==> config.mk <==
export PLATFORM = sky130hd
export DESIGN_NAME = frontend_fetch_bp
export DESIGN_NICKNAME = d
export VERILOG_FILES = /design/src/rtl/frontend_fetch_bp.sv
export SDC_FILE = /design/constraint.sdc
export NUM_CORES = 2
export LEC_CHECK = 0
export BUFFER_PORTS_ARGS = -buffer_cell sky130_fd_sc_hd__buf_4
export CAP_MARGIN = 20
export CORE_MARGIN = 5
export CORE_UTILIZATION = 40
export CTS_BUF_LIST = sky130_fd_sc_hd__clkbuf_4
export CTS_CLUSTER_SIZE = 16
export DETAILED_ROUTE_END_ITERATION = 7
export SLEW_MARGIN = 25
export SYNTH_ARGS = -nofsm -noshare
export SYNTH_HDL_FRONTEND = slang
export SYNTH_SLANG_ARGS = --single-unit
==> constraint.sdc <==
create_clock -name clk -period 9 [get_ports clk]
set_input_delay 0.9 -clock clk [delete_from_list [all_inputs] [get_ports clk]]
set_output_delay 0.9 -clock clk [all_outputs]
set_load 0.05 [all_outputs]
==> src/rtl/frontend_fetch_bp.sv <==
// Fetch frontend: one aligned block per ICache access, direct-mapped BTB,
// epoch-style discard of stale responses on flush, registered output.
module frontend_fetch_bp #(
  parameter int          IF_WIDTH    = 4,
  parameter int          BTB_ENTRIES = 16,
  parameter logic [31:0] RESET_PC    = 32'h1eceb000
) (
  input  logic                   clk,
  input  logic                   rst_n,
  input  logic                   flush,
  input  logic [31:0]            redirect_pc,
  input  logic                   upd_valid,
  input  logic [31:0]            upd_pc,
  input  logic [31:0]            upd_target,
  input  logic                   upd_taken,
  output logic                   ic_req_valid,
  output logic [31:0]            ic_req_addr,
  input  logic                   ic_req_ready,
  input  logic                   ic_resp_valid,
  input  logic [IF_WIDTH*32-1:0] ic_resp_data,
  output logic                   out_valid,
  input  logic                   out_ready,
  output logic [31:0]            out_pc,
  output logic [IF_WIDTH*32-1:0] out_inst,
  output logic [IF_WIDTH-1:0]    out_slot_valid,
  output logic [IF_WIDTH-1:0]    out_pred_taken,
  output logic [IF_WIDTH*32-1:0] out_pred_target
);

  localparam int BLK     = IF_WIDTH * 4;
  localparam int BTB_IDX = $clog2(BTB_ENTRIES);
  localparam int TAG_W   = 32 - BTB_IDX - 2;
  localparam logic [31:0] BLK_MASK = ~(32'(BLK) - 32'd1);

  typedef enum logic {
    S_REQ,
    S_WAIT
  } state_e;

  state_e state_q, state_d;
  logic [31:0] pc_q, pc_d;
  logic discard_q, discard_d;

  logic                   out_valid_q, out_valid_d;
  logic [31:0]            out_pc_q, out_pc_d;
  logic [IF_WIDTH*32-1:0] out_inst_q, out_inst_d;
  logic [IF_WIDTH-1:0]    slot_v_q, slot_v_d;
  logic [IF_WIDTH-1:0]    pred_tk_q, pred_tk_d;
  logic [IF_WIDTH*32-1:0] pred_tg_q, pred_tg_d;

  logic [BTB_ENTRIES-1:0] btb_v_q, btb_v_d;
  logic [TAG_W-1:0]       btb_tag_q [BTB_ENTRIES];
  logic [TAG_W-1:0]       btb_tag_d [BTB_ENTRIES];
  logic [31:0]            btb_tgt_q [BTB_ENTRIES];
  logic [31:0]            btb_tgt_d [BTB_ENTRIES];

  logic [31:0]            aligned_pc;
  logic [31:0]            slot_off;
  logic [31:0]            next_pc;
  logic [IF_WIDTH-1:0]    sv;
  logic [IF_WIDTH-1:0]    pt;
  logic [IF_WIDTH*32-1:0] ptg;
  logic [31:0]            p;
  logic [BTB_IDX-1:0]     lidx;
  logic                   hit;
  logic                   blocked;
  logic                   capture;
  logic [BTB_IDX-1:0]     uidx;

  assign aligned_pc = pc_q & BLK_MASK;
  assign slot_off   = (pc_q >> 2) & 32'(IF_WIDTH - 1);

  // Slots left of the entry point and behind a predicted-taken slot are dead.
  always_comb begin
    sv      = '0;
    pt      = '0;
    ptg     = '0;
    p       = '0;
    lidx    = '0;
    hit     = 1'b0;
    blocked = 1'b0;
    next_pc = aligned_pc + 32'(BLK);
    for (int i = 0; i < IF_WIDTH; i++) begin
      p     = aligned_pc + 32'(4 * i);
      lidx  = p[BTB_IDX+1:2];
      hit   = btb_v_q[lidx] &&
              (btb_tag_q[lidx] == p[31:BTB_IDX+2]);
      sv[i] = (32'(i) >= slot_off) && !blocked;
      pt[i] = hit && sv[i];
      ptg[32*i +: 32] = pt[i] ? btb_tgt_q[lidx] : p + 32'd4;
      if (pt[i] && !blocked) next_pc = btb_tgt_q[lidx];
      blocked = blocked | pt[i];
    end
  end

  assign uidx = upd_pc[BTB_IDX+1:2];

  always_comb begin
    btb_v_d   = btb_v_q;
    btb_tag_d = btb_tag_q;
    btb_tgt_d = btb_tgt_q;
    if (upd_valid) begin
      if (upd_taken) begin
        btb_v_d[uidx]   = 1'b1;
        btb_tag_d[uidx] = upd_pc[31:BTB_IDX+2];
        btb_tgt_d[uidx] = upd_target;
      end else if (btb_tag_q[uidx] == upd_pc[31:BTB_IDX+2]) begin
        btb_v_d[uidx] = 1'b0;
      end
    end
  end

  assign ic_req_valid = rst_n && (state_q == S_REQ) && !flush &&
                        (!out_valid_q || out_ready);
  assign ic_req_addr  = aligned_pc;

  always_comb begin
    state_d     = state_q;
    pc_d        = pc_q;
    discard_d   = discard_q;
    out_valid_d = out_valid_q && !out_ready;
    capture     = 1'b0;
    if (flush) begin
      pc_d        = redirect_pc;
      out_valid_d = 1'b0;
      // A response landing in the flush cycle retires the outstanding request.
      if (state_q == S_WAIT && !ic_resp_valid) begin
        state_d   = S_WAIT;
        discard_d = 1'b1;
      end else begin
        state_d   = S_REQ;
        discard_d = 1'b0;
      end
    end else begin
      unique case (state_q)
        S_REQ: begin
          if (ic_req_valid && ic_req_ready) state_d = S_WAIT;
        end
        S_WAIT: begin
          if (ic_resp_valid) begin
            state_d = S_REQ;
            if (discard_q) begin
              discard_d = 1'b0;
            end else begin
              capture     = 1'b1;
              out_valid_d = 1'b1;
              pc_d        = next_pc;
            end
          end
        end
        default: state_d = S_REQ;
      endcase
    end
  end

  always_comb begin
    out_pc_d   = out_pc_q;
    out_inst_d = out_inst_q;
    slot_v_d   = slot_v_q;
    pred_tk_d  = pred_tk_q;
    pred_tg_d  = pred_tg_q;
    if (capture) begin
      out_pc_d   = pc_q;
      out_inst_d = ic_resp_data;
      slot_v_d   = sv;
      pred_tk_d  = pt;
      pred_tg_d  = ptg;
    end
  end

  always_ff @(posedge clk or negedge rst_n) begin
    if (!rst_n) begin
      state_q     <= S_REQ;
      pc_q        <= RESET_PC;
      discard_q   <= 1'b0;
      out_valid_q <= 1'b0;
      out_pc_q    <= '0;
      out_inst_q  <= '0;
      slot_v_q    <= '0;
      pred_tk_q   <= '0;
      pred_tg_q   <= '0;
      btb_v_q     <= '0;
      btb_tag_q   <= '{default: '0};
      btb_tgt_q   <= '{default: '0};
    end else begin
      state_q     <= state_d;
      pc_q        <= pc_d;
      discard_q   <= discard_d;
      out_valid_q <= out_valid_d;
      out_pc_q    <= out_pc_d;
      out_inst_q  <= out_inst_d;
      slot_v_q    <= slot_v_d;
      pred_tk_q   <= pred_tk_d;
      pred_tg_q   <= pred_tg_d;
      btb_v_q     <= btb_v_d;
      btb_tag_q   <= btb_tag_d;
      btb_tgt_q   <= btb_tgt_d;
    end
  end

  assign out_valid       = out_valid_q;
  assign out_pc          = out_pc_q;
  assign out_inst        = out_inst_q;
  assign out_slot_valid  = slot_v_q;
  assign out_pred_taken  = pred_tk_q;
  assign out_pred_target = pred_tg_q;

endmodule

=== Yosys cells after proc, flatten, opt, wreduce, memory -nomap -nowiden ===
Cells that the tools add are included.

* Register bits after elaboration: 1275
* Bits of input ports: 232
* Output and inout bits: 330
* Logic and storage cells: 192

* Add/subtract/negate cells: 7
* $lt $le $gt $ge: 16
* Equal/unequal tests: 6
* Multiplexer cells: 73
* Bitwise operators: 11
* Reductions and logical operators: 37

{| class="wikitable"
|+ Operator list
! operator !! count
|-
| 32-bit 2-to-1 mux || 21
|-
| 26-bit binary-select mux with 4-bit select || 5
|-
| 32-bit binary-select mux with 4-bit select || 4
|-
| 512-bit bitwise mux || 1
|-
| 416-bit bitwise mux || 1
|-
| 26-bit 2-to-1 mux || 11
|-
| 26-bit equality test || 5
|-
| 32-bit by 3-bit adder with 32-bit output, second input constant || 4
|-
| 32-bit demux with 4-bit select || 1
|-
| 26-bit demux with 4-bit select || 1
|-
| 32-bit by 4-bit adder with 32-bit output, second input constant || 2
|-
| 32-bit by 5-bit adder with 32-bit output, second input constant || 1
|-
| 16-bit 2-to-1 mux || 2
|-
| 5-bit greater-or-equal comparator, second input constant || 5
|-
| 4-bit by 5-bit less-than comparator with 1-bit output, second input constant || 5
|-
| 4-bit NOT with 5-bit output || 5
|-
| 1-bit logical AND || 22
|-
| 1-bit 2-to-1 mux || 20
|-
| 16-bit AND || 1
|-
| 16-bit NOT || 1
|-
| 16-bit bitwise OR || 1
|-
| 1-bit binary-select mux with 4-bit select || 3
|-
| 1-bit zero test || 7
|-
| 2-bit AND reduction || 3
|-
| 13 further kinds || 18
|}

=== Longest topological paths before layout ===
* Word-level depth: 24
* Depth in mapped cells: 16

=== Least setup slack after synthesis ===
OpenSTA, ideal clock, no wires.

* Path type: input to register
* Start point: input port upd_pc[2]
* End point: register with a tool-made name
* Setup time: 123 ps
* Arrival: 3862 ps
* Data required time: 8877 ps
* Path slack: 5015 ps
* Stages: 10
* Buffers on the path: 2
* Cell sequence: clkbuf_1 -> buf_1 -> mux4_2 -> mux4_2 -> xnor2_1 -> nand4_1 -> nor2_1 -> nand4_1 -> nor3b_1 -> nor2_1

{| class="wikitable"
|+ RTL lines
! item !! RTL line !! RTL
|-
| start: declaration || 13 || <nowiki>input logic [31:0] upd_pc,</nowiki>
|}

=== Worst setup path after layout ===
* Start point: register pc_q[4]
* End point: register pc_q[4]

* Longest elaborated chain between the ends: 24
* Elaborated cells between the ends (all ways): 71
* Classes of those cells: 4 x add/sub; 4 x eq/ne; 40 x mux; 6 x bitwise; 17 x reduce/logical

{| class="wikitable"
|+ RTL lines
! item !! RTL line !! RTL
|-
| start: declaration || 41 || <nowiki>logic [31:0] pc_q, pc_d;</nowiki>
|-
| start signal: assignment || 187 || <nowiki>pc_q <= pc_d;</nowiki>
|-
| parallel branches: the longest is 19 deep, another holds 32-bit by 3-bit adder with 32-bit output || - ||
|-
| 32-bit 2-to-1 mux (*) || 91 || <nowiki>if (pt[i] && !blocked) next_pc = btb_tgt_q[lidx];</nowiki>
|-
| 32-bit 2-to-1 mux (*) || 142 || <nowiki>if (discard_q) begin</nowiki>
|-
| 32-bit 2-to-1 mux (*) || 140 || <nowiki>if (ic_resp_valid) begin</nowiki>
|-
| 32-bit 2-to-1 mux (*) || 135 || <nowiki>unique case (state_q)</nowiki>
|-
| 32-bit 2-to-1 mux (*) || 123 || <nowiki>if (flush) begin</nowiki>
|}

Mark *: on every way between the ends. The select of a mux whose other input is x is not followed.
A chain may end at the register's enable or synchronous reset.

==> flow_summary.yaml <==
routing:
  drt_pass1_iterations: 6
  via_per_inst: 5.828
  post_drt_wl_per_cell_um: 29.70
  vias: 45946
  routed_wl_mm: 234.1
  drcViolationCount: 0
  first_iter_violations: 4393
  antenna_left: 0
yosys:
  ys_ff_latch: 1275
  yosys_warnings: 0
  async_flop_share_pct: 100.0
  synth_area_per_cell_um2: 13.01
  netlist_area_um2: 62220
  ys.flop_type: "dfrtp_1"
  synth.distinct_cells: 84
  synth-edff-count: 0
  syn-instance-count: 4783
  synth_seq_area_share_pct: 51.30
timing:
  finalCritPeriodShare_pct: 64.28
  maxSlewHeadroom_pct: 22.63
  drv_slew: 0
  hold_viol: 0
  setup_violations: 0
  tns_ns: 0
  holdWs_ns: 0.1350
  fin_crit_ns: 5.785
  max_freq_ghz: 0.1728
  rsz0062_at_grt: "no"
  fin_ws_ns: 3.215
  fin_worst_skew_ns: 0.1312
  worst_pin_slew_ns: 1.158
flow_run:
  drv_cap: 0
cells_and_area:
  fin_nets: 5819
  seq_area_um2: 31930
  final_common_cell: "dfrtp_1"
  final_util_pct: 48.31
  n_fill_cell: 13659
  final_area_um2: 74590
  drive_gt1_share_pct: 43.50
  multi_input_area_um2: 28340
  layout_common_cells: "dfrtp_1, mux2_2, nand2_1"
  stdcell_count: 7883
  syn_to_final_growth_pct: 19.89
placed_design:
  hpwl_mm: 153.9
  place_ws_ns: 3.123
  placed_area_um2: 68060
  dp_cells: 7043
  place.gp.congestion: 0.9355
  numPortBuffers: 555
power:
  power_mw: 19.06
  leakage_nw: 33.70
  vdd_drop_max_mv: 0.1383
  power_density_nw_per_um2: 255.5
global_routing:
  grt_antenna_before_repair: 15
  gr-total-overflow: 0
  grt_max_degree: 182
  grt_pass1_vias: 47028
  grt_use_total_pct: 28.18
  grt_pass1_wl_mm: 336.8
worst_setup_path:
  cp.required_ns: 10.20
  cp-start-kind: "flip-flop"
  end_kind: "flip-flop"
  r2r_cells: 12
  crit_arrival_ns: 6.98
  path_max_fanout: 51
  criticalPathCategory: "reg -> reg"
cts:
  clk_latency_ns: 1.34
  clock-root-buffer: "clkbuf_4"
  clk_pin_slew_ns: 0.07
  cts.sinks: 1275
  h-tree-depth: 5
  cts_setup_buffers: 0
  cts_buffer_depth: 4
  cts_buffers: 359
  ctsResizeCount: 0
  cts_tree: "done"
floorplanning:
  fp-row-count: 144
  core_um2: 154400
  ios: 562
  die_area_um2: 163500
  die_h_um: 404.4
  die_x_um: 404.4
  start_util_pct: 40.30
run_status:
  status: "finished, final reports clean"
hold_path:
  min_path_type: "in -> async"
power breakdown:
part / switching (mW) / internal, mW / leakage, nW
combinational: 3.64 / 2.39 / 15.0
clock: 2.48 / 2.62 / 2.54
sequential: 0.951 / 6.98 / 16.1
total: 7.06 / 12.0 / 33.7
path summary, 6_finish.rpt:
path                       slack, ns    startpoint                  end
setup / recovery                3.21       pc_q[4]              pc_q[4]
hold / removal                  0.13         rst_n  out_pred_target[21]
setup reg to reg                3.21       pc_q[4]              pc_q[4]
hold reg to reg                 0.47  out_inst[12]         out_inst[12]
max in group asynchronous       5.92         rst_n        btb_tag_q[35]
min in group clk                0.16         flush            discard_q
final cells by class:
type / instances / share of cell area [%]
antenna: 12 / 0.04026
clock buffer: 505 / 5.082
clock inverter: 97 / 0.5804
inverter: 29 / 0.1459
multi-input combinational: 3042 / 37.99
sequential: 1275 / 42.80
tap: 2044 / 3.428
timing repair buffer: 879 / 9.933
critical path, cell delays in order (launching register included):
cell	delay, ns
dfrtp_4	0.87
buf_4	0.61
mux4_2	0.59
xnor2_1	0.54
nand4_1	0.18
nor3_1	0.36
nand4_1	0.14
buf_4	0.37
o211ai_1	0.33
buf_4	0.63
nand2b_1	0.23
nor4bb_1	0.45
o31ai_1	0.13
registers in the layout, indices dropped and copies added (netlist names), named ones only:
| signal | flops |
|---|---|
| btb_tgt_q | 512 |
| btb_tag_q | 416 |
| out_inst | 128 |
| out_pred_target | 128 |
| out_pc | 32 |
| pc_q | 32 |
| out_pred_taken | 4 |
| out_slot_valid | 4 |
| discard_q | 1 |
| out_valid | 1 |
| state_q | 1 |
cell families after synthesis:
kind of cell	Yosys count	synth area share, %
XOR/XNOR	134	1.886
AO/OA/AOI/OAI	408	4.492
buffers and inverters	469	3.382
multiplexers	1411	31.41
adder cells (fa/ha/maj)	1	0.02011
other	1	0.006027
flip-flops	1275	51.30
AND/OR/NAND/NOR	1084	7.497
Yosys cell counts (12+ instances only):
library cell / n / area [um2]
a21oi_1: 41 / 205.2
a21oi_2: 14 / 122.6
a22oi_1: 19 / 142.6
a2bb2oi_1: 17 / 148.9
a31oi_1: 56 / 350.3
buf_1: 34 / 127.6
buf_2: 35 / 175.2
buf_4: 48 / 360.4
buf_6: 16 / 180.2
clkbuf_1: 307 / 1152
dfrtp_1: 1263 / 31610
dfstp_2: 12 / 315.3
inv_1: 27 / 101.4
mux2_2: 954 / 10740
mux2i_1: 119 / 1191
mux4_2: 338 / 7612
nand2_1: 688 / 2582
nand2b_1: 15 / 93.84
nand3_1: 34 / 170.2
nand4_1: 60 / 375.4
nor2_1: 157 / 589.3
nor2b_1: 19 / 118.9
nor3_1: 40 / 200.2
o21ai_0: 70 / 350.3
o21ai_1: 30 / 150.1
o221ai_1: 17 / 148.9
o22ai_1: 26 / 162.7
o31ai_1: 37 / 277.8
xnor2_1: 115 / 1007
xor2_1: 19 / 166.4
what timing repair did:
item | in CTS | in global routing
setup endpoints to repair | 0 | 0
hold buffers | 225 | 0
endpoints found under the hold margin | 1190 | 0
per-layer routing:
metal | GRT usage, % | part of all wire, %
met1 | 36.52 | 40
met2 | 43.86 | 46
met3 | 7.011 | 8.1
met4 | 15.09 | 6.0
met5 | 0 | 0.010
Power figures use the tool's default switching activity.
